==> src/rtl/fifo_ctrl.sv <==
// Pointer, occupancy and flag controller for a 16x4 dual-port FIFO RAM.
// Converts push/pop requests into RAM port controls and tracks status flags.
module fifo_ctrl #(
  parameter int DATA_W = 4,
  parameter int ADDR_W = 4,
  parameter int AF_LVL = 12,
  parameter int AE_LVL = 2
) (
  input  logic              clk,
  input  logic              reset,
  input  logic              push,
  input  logic [DATA_W-1:0] data_in,
  input  logic              pop,
  input  logic              clr_err,
  output logic [DATA_W-1:0] data_a,
  output logic [ADDR_W-1:0] addr_a,
  output logic              we_a,
  output logic [ADDR_W-1:0] addr_b,
  output logic              re_b,
  output logic              rd_valid,
  output logic [ADDR_W:0]   count,
  output logic              empty,
  output logic              full,
  output logic              almost_empty,
  output logic              almost_full,
  output logic              overflow,
  output logic              underflow
);

  localparam logic [ADDR_W:0] DEPTH_C = {1'b1, {ADDR_W{1'b0}}};
  localparam logic [ADDR_W:0] AF_C    = AF_LVL[ADDR_W:0];
  localparam logic [ADDR_W:0] AE_C    = AE_LVL[ADDR_W:0];

  logic [ADDR_W-1:0] wr_ptr;
  logic [ADDR_W-1:0] rd_ptr;
  logic              push_ok;
  logic              pop_ok;

  // Flags decode only from the count register, so they never glitch on inputs.
  always_comb begin
    empty        = (count == '0);
    full         = (count == DEPTH_C);
    almost_empty = (count <= AE_C);
    almost_full  = (count >= AF_C);
  end

  // A push into a full FIFO is allowed when a pop frees the slot on the same edge.
  always_comb begin
    pop_ok  = pop & ~empty;
    push_ok = push & (~full | pop_ok);
  end

  always_comb begin
    data_a = data_in;
    addr_a = wr_ptr;
    we_a   = push_ok;
    addr_b = rd_ptr;
    re_b   = pop_ok;
  end

  always_ff @(posedge clk or posedge reset) begin
    if (reset) begin
      wr_ptr    <= '0;
      rd_ptr    <= '0;
      count     <= '0;
      rd_valid  <= 1'b0;
      overflow  <= 1'b0;
      underflow <= 1'b0;
    end else begin
      if (push_ok) wr_ptr <= wr_ptr + 1'b1;
      if (pop_ok)  rd_ptr <= rd_ptr + 1'b1;
      if (push_ok && !pop_ok)      count <= count + 1'b1;
      else if (pop_ok && !push_ok) count <= count - 1'b1;
      rd_valid  <= pop_ok;
      overflow  <= (push & ~push_ok) | (overflow & ~clr_err);
      underflow <= (pop & ~pop_ok) | (underflow & ~clr_err);
    end
  end

endmodule

==> config.mk <==
export PLATFORM = sky130hd
export DESIGN_NAME = fifo_ctrl
export DESIGN_NICKNAME = d
export VERILOG_FILES = /design/src/rtl/fifo_ctrl.sv
export SDC_FILE = /design/constraint.sdc
export NUM_CORES = 1
export LEC_CHECK = 0
export ABC_AREA = 1
export CELL_PAD_IN_SITES_DETAIL_PLACEMENT = 1
export CELL_PAD_IN_SITES_GLOBAL_PLACEMENT = 1
export CORE_ASPECT_RATIO = 0.5
export CORE_MARGIN = 5
export CORE_UTILIZATION = 35
export CTS_BUF_LIST = sky130_fd_sc_hd__clkbuf_8
export CTS_CLUSTER_DIAMETER = 80
export DETAILED_ROUTE_END_ITERATION = 10
export GPL_TIMING_DRIVEN = 0
export PLACE_DENSITY = 0.95
export SYNTH_ARGS = -nofsm -noshare
export SYNTH_HDL_FRONTEND = slang
export SYNTH_SLANG_ARGS = --single-unit
export TNS_END_PERCENT = 100
==> constraint.sdc <==
create_clock -name clk -period 5.8 [get_ports clk]
set_input_delay 1.16 -clock clk [delete_from_list [all_inputs] [get_ports clk]]
set_output_delay 1.16 -clock clk [all_outputs]
set_load 0.05 [all_outputs]
==> PnR_summary.wiki <==
{| class="wikitable"
! Metric !! Value
|-
| Number of cells upsized or downsized after cts || 0
|-
| FF-to-FF Start || count[0]
|-
| R2R Path End || count[4]
|-
| Part of the Yosys area used for sequential elements || 42.2%
|-
| Worst-path cell with the longest stage delay || sky130_fd_sc_hd__clkdlybuf4s50_1
|-
| Filler Cells Inserted || 302
|-
| Antenna violations before repair || 0
|-
| Switching power || 499 uW
|-
| FF+latch area || 400 um2
|-
| Internal reg-to-reg setup slack || 3340 ps
|-
| Count of cell instances traversed by the critical path || 6
|-
| Clock power frac || 9.6%
|-
| Area of combinational cells with multiple inputs || 465 um2
|-
| Max Transition Viols Final || 0
|-
| First-pass GRT wire length || 4440 um
|-
| Commonest non-fill, non-tap cells in the layout || sky130_fd_sc_hd__nand2_1 (40), sky130_fd_sc_hd__clkdlybuf4s50_1 (30), sky130_fd_sc_hd__dfrtp_1 (16), sky130_fd_sc_hd__inv_1 (12), sky130_fd_sc_hd__nand3_1 (11)
|-
| Insertion delay of the later-clocked pin in the worst-skew pair || 250 ps
|-
| Starting utilization of the core area || 36.7%
|-
| DRC viols || 0
|-
| Final-layout setup total negative slack || 0 ps
|-
| Path category of the worst min-delay check || reg -> reg
|-
| Placed Cells incl. Taps || 181
|-
| Vertical extent of the die || 46.8 um
|-
| Post-detailed-route count of antenna-violating nets || 0
|-
| Worst path required time || 4640 ps
|-
| Post-CTS setup-driven buffer insertion count || 0
|-
| Final core utilization || 51.7%
|-
| Crit path kind || in -> out
|-
| Via/cell ratio || 4.80
|-
| Area overhead of the layout relative to synthesis || 40.9%
|-
| Seq pwr share || 25.8%
|-
| Critical path buffer and inverter count || 4
|-
| Leading cell type in the layout, fill and taps excluded || sky130_fd_sc_hd__nand2_1
|-
| Total power || 902 uW
|-
| CP Max Fanout || 5
|-
| Slew at the pin with the worst max-slew slack || 627 ps
|-
| Number of H-tree branching levels || 1
|-
| R2R depth || 12
|-
| Routed WL || 2700 um
|-
| Count of TritonRoute iterations in the first routing pass || 4
|-
| Warnings from Yosys || 0
|-
| Switching portion of total power || 55.3%
|-
| Combinational group share of total power || 64.5%
|-
| Overall die area || 3910 um2
|-
| Largest stage delay on the critical path || 800 ps
|-
| Diodes inserted || 0
|-
| Peak ir drop on the vdd network || 0.210 mV
|-
| Crit path time final || 4110 ps
|-
| P_int || 403 uW
|-
| Overall fraction of global-route tracks in use || 14.8%
|-
| Average footprint of a synthesized cell || 8.32 um2
|-
| Number of buffers inserted during clock tree synthesis || 3
|-
| Total core area || 2590 um2
|-
| Post-synth net total || 130
|-
| Buffer depth of the longest clock path || 2
|-
| Number of nets in the finished design || 165
|-
| Clk sinks || 16
|-
| Cell Chain, Critical Path || clkdlybuf4s50_1 -> inv_1 -> nand4_2 -> nand2_2 -> inv_1 -> clkdlybuf4s50_1
|-
| Hpwl dp || 2180 um
|-
| Number of synthesized register bits || 16
|-
| Element type at the critical path start || input pin
|-
| Worst clock skew on the final layout || 4.98 ps
|-
| Total of max-cap violations || 0
|-
| Endpoint arrival time on the critical path || 2950 ps
|-
| Final setup violating endpoints || 0
|-
| Maximum number of pins on one net before global-route repair || 17
|-
| Worst min-delay path startpoint || addr_a[3]
|-
| Worst slew slack as a fraction of its limit || 58.1%
|-
| Io pins || 35
|-
| Number of vias after detailed routing || 883
|-
| Crit path capture type || primary output
|-
| Final cycle utilization of the critical path || 70.8%
|-
| Netlist area before placement || 948 um2
|-
| Cell area power density || 675 nW/um2
|-
| Std-Cell Rows || 13
|-
| Gate count of the mapped netlist || 114
|-
| Endpoint, Worst Hold || addr_a[3]
|-
| Top Family by Delay on Critical Path || buffers and inverters
|-
| Number of different library cells in the post-synthesis netlist || 23
|-
| Leak pwr || 0.659 nW
|-
| Non-filler instance count after layout || 184
|-
| Via count of the first global-routing pass || 919
|-
| Setup repair after global routing missed its margin || no
|-
| DR WL/cell || 14.7 um
|-
| IO Port Bufs || 30
|-
| Min-Delay Path Depth || 2
|-
| X dimension of the die || 83.6 um
|-
| GRT overflow || 0
|-
| Fraction of layout cells with a size suffix above 1 || 10.9%
|-
| Max Freq || 243 MHz
|-
| Clock tree from TritonCTS || built
|-
| Final weighted congestion in routability-driven placement || 0.773
|-
| Hold buffers post-CTS || 0
|-
| Outcome || finished, final reports clean
|-
| Register clock-pin slew on the reported worst setup and hold paths || 60 ps
|-
| Cell at the root of the clock tree || sky130_fd_sc_hd__clkbuf_8
|-
| Number of DRC markers after the initial detailed-route iteration || 43
|-
| Final Hold Fails || 0
|}
## power by group through the flow
stage,Combinational (mW),Clock (mW),Sequential (mW)
after floorplan,0.242,0,0.379
after global placement,0.551,0,0.231
after detailed placement,0.583,0,0.234
after CTS,0.588,0.0882,0.233
after global routing,0.623,0.0952,0.241
final,0.582,0.0867,0.233
## how the worst max path moves through the flow
stage | slack (ps) | endpoint | from
final | 1690 | we_a | pop
after global routing | 1610 | we_a | pop
after CTS | 1670 | we_a | pop
after detailed placement | 1680 | we_a | pop
after global placement | 1690 | we_a | pop
after floorplan | 2760 | count[4] | pop
## final cells by class
class | instances | share of cell area, %
Buffer | 4 | 2.25
Timing Repair Buffer | 30 | 22.5
Inverter | 14 | 3.93
Tap cell | 37 | 3.46
Clock buffer | 3 | 3.09
Multi-Input combinational cell | 80 | 34.8
Sequential cell | 16 | 30.0
## worst register-to-register path: cells and delay by family, from the launching register on
family	cells	cell delay (ps)
buffers and inverters	2	240
flip-flops	1	500
adder cells (fa/ha/maj)	2	510
AND/OR/NAND/NOR	8	1110
## logic make-up (layout without fill, tap and decap cells)
kind of cell               count (synthesis)  count (layout)  share of synthesized area (%)
and+or+nand+nor                           62              62                           31.1
buffers and inverters                     18              51                           8.71
DFF                                       16              16                           42.2
adders and majority gates                  7               7                           10.0
AOI/OAI and AO/OA                          6               6                           3.30
xor gates and xnor gates                   5               5                           4.62
## through the flow
stage | worst slack, ps | hold slack, ps | instance area (um2)
6_report | 1690 | 531 | 1340
3_3_place_gp | 1690 | 507 | 1290
2_1_floorplan | 2760 | 758 | 948
5_1_grt | 1610 | 559 | 1340
4_1_cts | 1670 | 533 | 1340
3_5_place_dp | 1680 | 517 | 1290
## flip-flops by register name (all words and copies together) (netlist names)
register / flops
count: 5
addr_a: 4
rd_valid: 1
addr_b: 4
underflow: 1
overflow: 1
## metal layers
layer | share of wire, % | GRT usage [%] | routed length [um]
met5 | 0 | 0 | 0
met4 | 0.52 | 2.88 | 14
met3 | 4.8 | 3.68 | 129
met2 | 54 | 30.5 | 1450
met1 | 41 | 16.3 | 1100
## cell usage after synthesis (all sizes together)
master	number	area (um2)
o22ai	1	6.26
buf	4	30.0
ha	6	75.1
or2	1	6.26
nand3b	1	7.51
inv	14	52.6
nor2	4	30.0
nand2	42	168
a21oi	2	10.0
o21ai	3	15.0
nand3	12	65.1
nand4	2	18.8
xor2	1	8.76
dfrtp	16	400
fa	1	20.0
xnor2	4	35.0
(Power assumes the default switching activity.)
